<file path="src/rtl/valu_resp_buffer_if.sv">
// Handshake bundle for valu_resp_buffer: credit issue, ALU result input, writeback output, status.
// master = upstream/consumer side, slave = the buffer.
interface valu_resp_buffer_if #(
  parameter int unsigned DATA_WIDTH = 64,
  parameter int unsigned CW         = 4
);
  logic                  in_issue;
  logic                  issue_ok;
  logic [DATA_WIDTH-1:0] in_vec;
  logic                  in_valid;
  logic [DATA_WIDTH-1:0] out_vec;
  logic                  out_valid;
  logic                  out_ready;
  logic [CW-1:0]         count;
  logic                  ovf_err;

  modport master (
    output in_issue, in_vec, in_valid, out_ready,
    input  issue_ok, out_vec, out_valid, count, ovf_err
  );

  modport slave (
    input  in_issue, in_vec, in_valid, out_ready,
    output issue_ok, out_vec, out_valid, count, ovf_err
  );
endinterface

</file>
<file path="src/rtl/valu_resp_buffer.sv">
// Credit-managed in-order response FIFO between the bitwise ALU and register-file writeback.
// Optional same-cycle bypass when empty: define VALU_RESP_BUFFER_BYPASS_EN.
module valu_resp_buffer #(
  parameter int unsigned DATA_WIDTH = 64,
  parameter int unsigned DEPTH      = 8,
  parameter int unsigned CW         = $clog2(DEPTH + 1)
) (
  input  logic                clk,
  input  logic                rst,
  valu_resp_buffer_if.slave   bus
);
  localparam int unsigned   AW       = $clog2(DEPTH);
  localparam logic [CW-1:0] FULL_CNT = CW'(DEPTH);

  logic [DATA_WIDTH-1:0] mem [DEPTH];
  logic [AW-1:0]         wr_ptr;
  logic [AW-1:0]         rd_ptr;
  logic [CW-1:0]         count_q;
  logic [CW-1:0]         pending;
  logic                  ovf_q;

  logic                  empty;
  logic                  full;
  logic                  fifo_deq;
  logic                  byp_take;
  logic                  wr_en;
  logic                  drop;
  logic [CW:0]           credit_sum;

  assign empty    = (count_q == '0);
  assign full     = (count_q == FULL_CNT);
  assign fifo_deq = !empty && bus.out_ready;

`ifdef VALU_RESP_BUFFER_BYPASS_EN
  // Bypassed beat only skips storage if consumed now; otherwise it is stored
  // so the same value is re-presented from the FIFO next cycle.
  assign byp_take = empty && bus.in_valid && bus.out_ready;

  always_comb begin
    bus.out_valid = !empty || bus.in_valid;
    bus.out_vec   = empty ? bus.in_vec : mem[rd_ptr];
  end
`else
  assign byp_take = 1'b0;

  always_comb begin
    bus.out_valid = !empty;
    bus.out_vec   = mem[rd_ptr];
  end
`endif

  assign wr_en = bus.in_valid && !byp_take && (!full || fifo_deq);
  assign drop  = bus.in_valid && full && !fifo_deq;

  assign credit_sum   = {1'b0, count_q} + {1'b0, pending};
  assign bus.issue_ok = (credit_sum < (CW + 1)'(DEPTH));
  assign bus.count    = count_q;
  assign bus.ovf_err  = ovf_q;

  // Storage is intentionally left unreset.
  always_ff @(posedge clk) begin
    if (wr_en) mem[wr_ptr] <= bus.in_vec;
  end

  always_ff @(posedge clk or negedge rst) begin
    if (!rst) begin
      wr_ptr  <= '0;
      rd_ptr  <= '0;
      count_q <= '0;
    end else begin
      if (wr_en)    wr_ptr <= wr_ptr + 1'b1;
      if (fifo_deq) rd_ptr <= rd_ptr + 1'b1;
      case ({wr_en, fifo_deq})
        2'b10:   count_q <= count_q + 1'b1;
        2'b01:   count_q <= count_q - 1'b1;
        default: count_q <= count_q;
      endcase
    end
  end

  always_ff @(posedge clk or negedge rst) begin
    if (!rst) begin
      pending <= '0;
    end else if (bus.in_issue && !bus.in_valid) begin
      if (pending != FULL_CNT) pending <= pending + 1'b1;
    end else if (!bus.in_issue && bus.in_valid) begin
      if (pending != '0) pending <= pending - 1'b1;
    end
  end

  // Sticky: overflow drop, issue without credit, or beat with no outstanding issue.
  always_ff @(posedge clk or negedge rst) begin
    if (!rst) begin
      ovf_q <= 1'b0;
    end else if (drop || (bus.in_issue && !bus.issue_ok) ||
                 (bus.in_valid && pending == '0)) begin
      ovf_q <= 1'b1;
    end
  end
endmodule

</file>
<file path="src/flat_wrapper.sv">
// flat-port wrapper written by rule: the top's interface ports become plain ports
module valu_resp_buffer_flat 
#(
  parameter int unsigned DATA_WIDTH = 64,
  parameter int unsigned DEPTH      = 8,
  parameter int unsigned CW         = $clog2(DEPTH + 1)
)
  (clk, rst, bus_in_issue, bus_in_vec, bus_in_valid, bus_out_ready, bus_issue_ok, bus_out_vec, bus_out_valid, bus_count, bus_ovf_err);
  valu_resp_buffer_if #(.DATA_WIDTH(DATA_WIDTH), .CW(CW)) bus_i ();
  input  logic clk;
  input  logic rst;
  input wire logic [$bits(bus_i.in_issue)-1:0] bus_in_issue;
  input wire logic [$bits(bus_i.in_vec)-1:0] bus_in_vec;
  input wire logic [$bits(bus_i.in_valid)-1:0] bus_in_valid;
  input wire logic [$bits(bus_i.out_ready)-1:0] bus_out_ready;
  output wire logic [$bits(bus_i.issue_ok)-1:0] bus_issue_ok;
  output wire logic [$bits(bus_i.out_vec)-1:0] bus_out_vec;
  output wire logic [$bits(bus_i.out_valid)-1:0] bus_out_valid;
  output wire logic [$bits(bus_i.count)-1:0] bus_count;
  output wire logic [$bits(bus_i.ovf_err)-1:0] bus_ovf_err;
  assign bus_i.in_issue = bus_in_issue;
  assign bus_i.in_vec = bus_in_vec;
  assign bus_i.in_valid = bus_in_valid;
  assign bus_i.out_ready = bus_out_ready;
  assign bus_issue_ok = bus_i.issue_ok;
  assign bus_out_vec = bus_i.out_vec;
  assign bus_out_valid = bus_i.out_valid;
  assign bus_count = bus_i.count;
  assign bus_ovf_err = bus_i.ovf_err;
  valu_resp_buffer #(.DATA_WIDTH(DATA_WIDTH), .DEPTH(DEPTH), .CW(CW)) u_core (.clk(clk), .rst(rst), .bus(bus_i));
endmodule
</file>
<file path="config.mk">
export PLATFORM = sky130hd
export DESIGN_NAME = valu_resp_buffer_flat
export DESIGN_NICKNAME = d
export VERILOG_FILES = /design/src/rtl/valu_resp_buffer_if.sv /design/src/rtl/valu_resp_buffer.sv /design/src/flat_wrapper.sv
export SDC_FILE = /design/constraint.sdc
export NUM_CORES = 1
export LEC_CHECK = 0
export BUFFER_PORTS_ARGS = -buffer_cell sky130_fd_sc_hd__buf_4
export CAP_MARGIN = 20
export CORE_UTILIZATION = 60
export DETAILED_ROUTE_END_ITERATION = 12
export MAX_ROUTING_LAYER = met4
export PLACE_DENSITY = 0.79
export SLEW_MARGIN = 40
export SYNTH_ARGS = -nofsm -noshare
export SYNTH_HDL_FRONTEND = slang
export SYNTH_SLANG_ARGS = --single-unit
</file>
<file path="constraint.sdc">
create_clock -name clk -period 8.3 [get_ports clk]
set_clock_uncertainty 0.2 [all_clocks]
set_input_delay 2.075 -clock clk [delete_from_list [all_inputs] [get_ports clk]]
set_output_delay 2.075 -clock clk [all_outputs]
set_load 0.02 [all_outputs]
</file>
==> results of run 1 <==
area by class of cell:
type                            instances  area [um2]  share of cell area [%]
Clock buffer                           65        1371                   5.832
Clock inverter                         29       230.2                  0.9791
Inverter                                4       15.01                 0.06385
Multi-Input combinational cell        267        4229                   17.99
Sequential cell                       527       15760                   67.03
Tap cell                              442       553.0                   2.352
Timing Repair Buffer                  160        1354                   5.757
power groups by stage:
stage | logic [mW] | clock network, mW | registers, mW
after detailed placement | 2.75 | 0 | 3.60
after CTS | 2.77 | 2.24 | 3.55
final | 2.72 | 2.20 | 3.55
after global placement | 2.65 | 0 | 3.62
after global routing | 2.90 | 2.34 | 3.58
after floorplan | 1.96 | 0 | 3.48
synthesized netlist by cell type, types with 3 or more instances:
cell type / count / area (um2)
a21oi_1: 6 / 30.03
buf_1: 10 / 37.54
buf_2: 3 / 15.01
buf_6: 11 / 123.9
clkbuf_1: 9 / 33.78
dfrtp_1: 15 / 375.4
edfxtp_1: 512 / 15370
ha_1: 11 / 137.6
inv_1: 4 / 15.01
mux2_2: 67 / 754.5
mux4_2: 128 / 2883
nand2_1: 7 / 26.28
nand2b_1: 4 / 25.02
nand3_1: 4 / 20.02
nor2_1: 9 / 33.78
nor3_1: 4 / 20.02
xnor2_1: 6 / 52.55
xor2_1: 6 / 52.55
path summary, 6_finish.rpt:
| check | startpoint | to | slack, ns |
|---|---|---|---|
| hold reg to reg | u_core.bus.ovf_err | u_core.bus.ovf_err | 0.29 |
| min in group asynchronous | rst | u_core.bus.count[1] | 1.16 |
| setup reg to reg | u_core.bus.count[2] | u_core.mem[4][15] | 5.12 |
| max in group asynchronous | rst | u_core.rd_ptr[2] | 6.53 |
| hold / removal | u_core.bus.ovf_err | u_core.bus.ovf_err | 0.29 |
| setup / recovery | u_core.rd_ptr[0] | bus_out_vec[33] | 2.73 |
logic make-up (layout without fill, tap and decap cells):
kind of cell	after synthesis	count (layout)	synth area share, %
buffers and inverters	39	258	1.192
adder cells (fa/ha/maj)	12	12	0.7821
XOR/XNOR	12	12	0.5214
flip-flops	527	527	78.13
AO/OA/AOI/OAI	14	14	0.5090
AND/OR/NAND/NOR	34	34	0.8194
multiplexers	195	195	18.04
registers in the layout, summed over array words and instances, names as in the netlist:
signal and flops:
u_core.bus.count 4, u_core.bus.ovf_err 1, u_core.mem 512, u_core.pending 4
u_core.rd_ptr 3, u_core.wr_ptr 3
through the flow:
stage	setup slack, ns	area (um2)	hold WS [ns]	util [%]
after detailed placement	3.242	21890	0.2604	66.77
after global placement	3.184	21720	0.2940	66.25
after global routing	2.496	23510	0.3034	71.72
final	2.728	23510	0.2895	71.72
after floorplan	0.4986	20160	0.2881	-
after CTS	2.640	23490	0.2900	71.65
routing by layer:
| layer | wire [um] | vias to the layer above | global-route usage (%) |
|---|---|---|---|
| met3 | 2411 | 61 | 4.660 |
| met1 | 15590 | 4788 | 31.66 |
| met4 | 811 | 0 | 6.050 |
| li1 | - | 3913 | - |
| met5 | 0 | - | - |
| met2 | 18150 | 312 | 35.64 |
==> impl_results.md, run 1 <==
- Status: complete, no violations
- Clk buf depth: 3
- Diode count: 0
- Top FF cell, synth: edfxtp_1
- Gate power share: 32.2%
- Worst endpoint required time: 6.03 ns
- Int Pwr: 5.954 mW
- Crit path max fanout: 87
- Drt initial violations: 770
- Die height: 185.3 um
- Largest net degree at the start of global routing: 88
- Core area: 32780 um2
- DP HPWL: 19820 um
- Unrepaired setup endpoints after global routing: no
- EDFF count, synth: 512
- Clk pwr share: 26.0%
- Clk Tree Root Cell: clkbuf_16
- Die Width: 185.3 um
- Starting density of the core: 61.49%
- Final worst path period need: 5.572 ns
- Slew @ Worst Pin: 0.8218 ns
- # setup viols final: 0
- Max_cap viols: 0
- Family with the most delay on the worst path: buffers and inverters
- Cells after Synth: 833
- DRT antenna net count: 0
- Finished Layout Cells: 1494
- Avg WL per Cell: 24.74 um
- Sw frac: 29.70%
- Slew margin rel.: 45.21%
- Most frequent cells in the layout: edfxtp_1, buf_4, mux4_2
- CP Cell Sequence: buf_12, buf_12, mux4_2, mux2_2, buf_4
- Setup CP Type: reg2out
- YS warnings: 0
- GRT Overall Usage: 22.98%
- Setup crit start kind: flip-flop
- Slew Limit Fails: 0
- Switching power: 2.515 mW
- Vias in the first global route: 9409
- Leak: 7.757 nW
- VDD IR max: 265.3 uV
- Critical path's slowest cell: dfrtp_4
- Post-CTS Setup Inserts: 0
- Via count: 9074
- Initial antenna violation count: 0
- Final setup TNS: 0 ns
- Post-CTS Resized: 0
- Gpl congestion: 0.6955
- Sink Count: 527
- Global route total overflow: 0
- F_max: 179.5 MHz
- Clock tree from TritonCTS: built
- Cells on Worst Hold Path: 1
- Proportion of layout cells with a drive suffix above 1: 41.54%
- Input/output buffers: 139
- Commonest non-fill, non-tap cell in the layout: edfxtp_1
- Avg Inst Size Synth: 24.20 um2
- Biggest cell delay along the critical path: 0.73 ns
- Syn Std Cell Area: 20160 um2
- Layout area overhead: 16.65%
- Placed cells: 1399
- Clk Latency, worst-skew pair: 0.55 ns
- Vias/cell: 6.074
- Seq/Total Area, Yosys: 78.13%
- Endpoint class of the critical path: output port
- Num CTS Buffers: 50
- Clk slew on worst S/H paths: 0.06 ns
- DRC viols: 0
- Reg2reg path depth: 6
- Die area: 34330 um2
- Post-synth cell types: 31
- FFs w/ async S/R, synth: 2.846%
- Filler cells: 1884
- Layout Nets: 1091
- Wirelength, routed: 36960 um
- WP depth: 5
- Hold Buf Count CTS: 0
- Final Hold Vio Count: 0
- Syn Nets: 914
- H-tree level count: 2
- PnR Total Power: 8.469 mW
- Pre-antenna DRT Iters: 4
- Pwr dens: 360.2 nW/um2
- Final period util: 67.14%
- Cell mode on critical path: buf_12
- First-pass GRT wire length: 55480 um
- Synth Register Bits: 527
- IO Pins: 140
- Num rows: 66
- Arr. time, crit path: 3.30 ns
- Worst Hold Class: reg2reg
- Buffers & Inverters on Critical Path: 3
- Register share of total power: 41.9%
(Power assumes the default switching activity.)
==> inputs of run 2 (changes only) <==
==> constraint.sdc (replaced) <==
create_clock -name clk -period 5.32 [get_ports clk]
set_clock_uncertainty 0.2 [all_clocks]
set_input_delay 1.33 -clock clk [delete_from_list [all_inputs] [get_ports clk]]
set_output_delay 1.33 -clock clk [all_outputs]
set_load 0.02 [all_outputs]
==> impl_results.md, run 2 (same netlist as run 1, synthesis figures left out) <==
- Status: complete, no violations
- RR Startpoint: u_core.bus.count[0]
- Slew @ Worst Pin: 0.7462 ns
- Flip-flop and latch area: 15760 um2
- Diode count: 0
- Max_cap viols: 0
- Final Util: 71.66%
- Clk slew on worst S/H paths: 0.06 ns
- Die area: 34330 um2
- Post-Place Cell Area: 21920 um2
- Die height: 185.3 um
- Vias in the first global route: 9669
- # setup viols final: 0
- Largest net degree at the start of global routing: 60
- Unrepaired setup endpoints after global routing: no
- Worst r2r dst: u_core.mem[6][21]
- Layout area overhead: 16.55%
- Multi-input logic area: 4235 um2
- IO Pins: 140
- Worst Hold End: u_core.bus.ovf_err
- Die Width: 185.3 um
- Gpl congestion: 0.7197
- Crit path max fanout: 38
- Fin worst setup slack: 0.8996 ns
- DRC viols: 0
- Num rows: 66
- Slew Limit Fails: 0
- Cells on Worst Hold Path: 1
- Hold Buf Count CTS: 0
- VDD IR max: 424.1 uV
- Cell mode on critical path: buf_12
- GRT Overall Usage: 23.80%
- Wirelength, routed: 37980 um
- Starting density of the core: 61.49%
- Core area: 32780 um2
- Arr. time, crit path: 2.89 ns
- Layout Nets: 1101
- Post-route cell area: 23490 um2
- Clock tree from TritonCTS: built
- Post-CTS Resized: 0
- Final period util: 83.09%
- Avg WL per Cell: 25.32 um
- F_max: 226.2 MHz
- DRT antenna net count: 0
- Final Hold Vio Count: 0
- Most frequent cells in the layout: edfxtp_1, buf_4, mux4_2
- Setup crit start kind: flip-flop
- Initial antenna violation count: 0
- Setup CP Type: reg2out
- DP HPWL: 20860 um
- Sink Count: 527
- Buffers & Inverters on Critical Path: 3
- Num CTS Buffers: 49
- Input/output buffers: 139
- Final worst path period need: 4.420 ns
- PnR Total Power: 13.22 mW
- Clk Latency, worst-skew pair: 0.56 ns
- H-tree level count: 2
- Worst Hold Class: reg2reg
- Drt initial violations: 760
- Vias/cell: 6.121
- Pwr dens: 562.6 nW/um2
- FF-to-FF setup slack: 2.60 ns
- Via count: 9181
- Critical path's slowest cell: dfrtp_4
- Family with the most delay on the worst path: multiplexers
- Biggest cell delay along the critical path: 0.67 ns
- Pre-antenna DRT Iters: 7
- Leak: 7.767 nW
- Clk buf depth: 3
- Worst endpoint required time: 3.79 ns
- Dpl ws: 1.370 ns
- Slew margin rel.: 50.26%
- Endpoint class of the critical path: output port
- Largest register FFs: 512
- Filler cells: 1897
- WP depth: 5
- Clk Tree Root Cell: clkbuf_16
- Post-CTS Setup Inserts: 0
- Hold Startpoint: u_core.bus.ovf_err
- Top reg by flops: u_core.mem
- Proportion of layout cells with a drive suffix above 1: 42.63%
- CP Cell Sequence: buf_12, buf_12, mux4_2, mux2_2, buf_4
- First-pass GRT wire length: 57200 um
- Reg2reg path depth: 6
- Commonest non-fill, non-tap cell in the layout: edfxtp_1
- Global route total overflow: 0
- Hold slack: 0.2718 ns
==> run 2: cell count changes in the layout (fill, tap and decap cells not counted), sizes merged <==
| cell | delta |
|---|---|
| buf | +11 |
| inv | +1 |
| clkinv | -5 |
| clkinvlp | +3 |
| bufinv | -1 |
| clkbuf | -3 |
==> run 2: metrics by stage <==
step | cells | TNS [ns]
floorplan | 833 | -0.6278
global placement | 1407 | 0
detailed placement | 1409 | 0
CTS | 1498 | 0
global route | 1500 | 0
finish | 1500 | 0
==> run 2: layer usage <==
layer	routed length (um)	part of all wire (%)	global-route usage, %	vias up
li1	-	-	-	3912
met1	15230	40	30.98	4868
met2	19380	51	38.49	351
met3	2731	7.2	5.053	50
met4	629	1.7	6.545	0
met5	0	0	-	-
==> run 2: report_power, final <==
part           total [mW]  switching, mW  internal (mW)
sequential           5.53          0.370           5.16
clock                3.33           1.42           1.91
combinational        4.36           2.18           2.18
==> run 2: how the worst max path moves through the flow <==
stage                           from          endpoint
floorplan              bus_out_ready  u_core.mem[2][0]
global placement    u_core.rd_ptr[0]   bus_out_vec[36]
detailed placement  u_core.rd_ptr[0]   bus_out_vec[34]
CTS                 u_core.rd_ptr[0]   bus_out_vec[38]
global route        u_core.rd_ptr[0]   bus_out_vec[49]
finish              u_core.rd_ptr[0]   bus_out_vec[49]
==> run 2: final cells by class <==
| class | instances | area share [%] |
|---|---|---|
| Timing Repair Buffer | 171 | 5.922 |
| Tap cell | 442 | 2.354 |
| Clock buffer | 62 | 5.651 |
| Multi-Input combinational cell | 267 | 18.03 |
| Sequential cell | 527 | 67.09 |
| Clock inverter | 27 | 0.8947 |
| Inverter | 4 | 0.06391 |
==> inputs of run 3 (changes only) <==
--- a/config.mk
+++ b/config.mk
@@ -5,6 +5,7 @@
 export SDC_FILE = /design/constraint.sdc
 export NUM_CORES = 1
 export LEC_CHECK = 0
+export ABC_AREA = 1
 export BUFFER_PORTS_ARGS = -buffer_cell sky130_fd_sc_hd__buf_4
 export CAP_MARGIN = 20
 export CORE_UTILIZATION = 60
==> constraint.sdc (replaced) <==
create_clock -name clk -period 4.2 [get_ports clk]
set_clock_uncertainty 0.2 [all_clocks]
set_input_delay 1.05 -clock clk [delete_from_list [all_inputs] [get_ports clk]]
set_output_delay 1.05 -clock clk [all_outputs]
set_load 0.02 [all_outputs]
==> impl_results.md, run 3 <==
- Input/output buffers: 139
- Critical path's slowest cell: dfrtp_4
- Endpoint class of the critical path: output port
- Syn Std Cell Area: 20930 um2
- Pre-antenna DRT Iters: 5
- Via count: 13468
- Num rows: 68
- Cells after Synth: 1693
- DP HPWL: 23630 um
- Top reg by flops: u_core.mem
- Seq/Total Area, Yosys: 75.26%
- Family with the most delay on the worst path: buffers and inverters
- Int Pwr: 11.51 mW
- IO Pins: 140
- Most frequent cells in the layout: edfxtp_1, nor2_1, o21ai_0
- Slew margin rel.: 48.05%
- YS warnings: 0
- Status: complete, no violations
- Final Hold Vio Count: 0
- Register share of total power: 37.9%
- Final Util: 70.53%
- Multi-input logic area: 4681 um2
- Avg WL per Cell: 19.35 um
- Synth Register Bits: 527
- Filler cells: 2204
- Slew @ Worst Pin: 0.7774 ns
- Clk pwr share: 25.3%
- Clk Tree Root Cell: clkbuf_16
- Largest register FFs: 512
- Clock tree from TritonCTS: built
- Worst endpoint required time: 2.95 ns
- # setup viols final: 0
- Unrepaired setup endpoints after global routing: no
- Gpl congestion: 0.7849
- Count leader, synth: edfxtp_1
- Layout Nets: 1902
- Slew Limit Fails: 0
- Proportion of layout cells with a drive suffix above 1: 13.90%
- Post-CTS Setup Inserts: 0
- Avg Inst Size Synth: 12.36 um2
- CP Cell Sequence: inv_6, buf_12, nor2_1, o21ai_0, nand2_1, nand2_1, buf_4
- PnR Total Power: 18.12 mW
- DRC viols: 0
- Yosys top cell area share: 73.46%
- Vias/cell: 5.808
- Sink Count: 527
- Hold Buf Count CTS: 0
- Core area: 34460 um2
- GRT Overall Usage: 26.01%
- Worst Hold Class: in2async
- Gate power share: 36.8%
- Dpl ws: 0.8657 ns
- Post-route cell area: 24300 um2
- Area contributors post-synth: edfxtp_1, nor2_1, o21ai_0, nand2_1, o21ai_1
- Fin worst setup slack: 0.2436 ns
- Initial antenna violation count: 1
- Die Width: 188.8 um
- Clk slew on worst S/H paths: 0.06 ns
- Commonest non-fill, non-tap cell in the layout: edfxtp_1
- Vias in the first global route: 13341
- H-tree level count: 2
- EDFF count, synth: 512
- Global route total overflow: 0
- Sw frac: 36.49%
- Cell mode on critical path: nand2_1
- Starting density of the core: 60.74%
- Setup CP Type: reg2out
- Leak: 8.620 nW
- Layout area overhead: 16.12%
- Num CTS Buffers: 51
- VDD IR max: 662.4 uV
- Largest net degree at the start of global routing: 95
- Syn Nets: 1774
- Max_cap viols: 0
- Clk Latency, worst-skew pair: 0.56 ns
- Switching power: 6.612 mW
- Drt initial violations: 1173
- F_max: 252.8 MHz
- Flip-flop and latch area: 15760 um2
- Post-CTS Resized: 0
- FFs w/ async S/R, synth: 2.846%
- Wirelength, routed: 44880 um
- Final worst path period need: 3.956 ns
- Top FF cell, synth: edfxtp_1
- Arr. time, crit path: 2.71 ns
- Post-synth cell types: 26
- DRT antenna net count: 0
- Pwr dens: 745.7 nW/um2
- Post-Place Cell Area: 22600 um2
- Setup crit start kind: flip-flop
- Yosys top cell by area: edfxtp_1
- Crit path max fanout: 76
- Die area: 35630 um2
- Hold slack: 0.1442 ns
- Commonest cells in the netlist: edfxtp_1, nor2_1, o21ai_0
- Biggest cell delay along the critical path: 0.67 ns
- Clk buf depth: 3
- First-pass GRT wire length: 69090 um
- Final period util: 94.20%
- Buffers & Inverters on Critical Path: 3
- Die height: 188.8 um
run 3: final timing paths:
kind | from | to | slack, ns | cells after the start
max | u_core.rd_ptr[0] | bus_out_vec[56] | 0.24 | 7
min | rst | u_core.wr_ptr[0] | 0.14 | 1
max reg2reg | u_core.bus.count[0] | u_core.mem[5][40] | 1.53 | 7
min reg2reg | u_core.bus.ovf_err | u_core.bus.ovf_err | 0.29 | 2
max in group asynchronous | rst | u_core.rd_ptr[0] | 3.44 | 1
min in group clk | u_core.bus.ovf_err | u_core.bus.ovf_err | 0.29 | 2
run 3: metrics by stage:
stage / cells / setup TNS (ns)
3_5_place_dp: 2223 / 0
6_report: 2319 / 0
3_3_place_gp: 2223 / 0
4_1_cts: 2318 / 0
5_1_grt: 2319 / 0
2_1_floorplan: 1693 / -192.07
run 3: cell families after synthesis:
| family | after synthesis | synth area share (%) |
|---|---|---|
| XOR/XNOR | 9 | 0.3766 |
| adder cells (fa/ha/maj) | 12 | 0.7533 |
| AND/OR/NAND/NOR | 638 | 11.52 |
| buffers and inverters | 114 | 2.666 |
| flip-flops | 527 | 75.26 |
| AO/OA/AOI/OAI | 393 | 9.428 |
run 3: final cells by class:
class / count / share of cell area, %
sequential: 527 / 64.84
multi-input combinational: 1052 / 19.26
timing repair buffer: 173 / 6.271
clock buffer: 68 / 5.895
tap: 455 / 2.342
clock inverter: 27 / 1.112
inverter: 16 / 0.2677
antenna: 1 / 0.01030
run 3: power groups by stage:
stage	registers, mW	clock network [mW]	logic, mW
2_1_floorplan	6.86	0	4.37
3_3_place_gp	6.94	0	6.42
3_5_place_dp	6.97	0	6.59
4_1_cts	6.87	4.63	6.68
5_1_grt	6.93	4.83	7.33
6_report	6.87	4.59	6.66
run 3: metal layers:
layer  up-vias  wire length [um]  GRT usage [%]
li1       6232                 -              -
met1      6554             17910          32.73
met2       586             22370          42.76
met3        96              3473          4.265
met4         0              1126          9.708
met5         -                 0              -
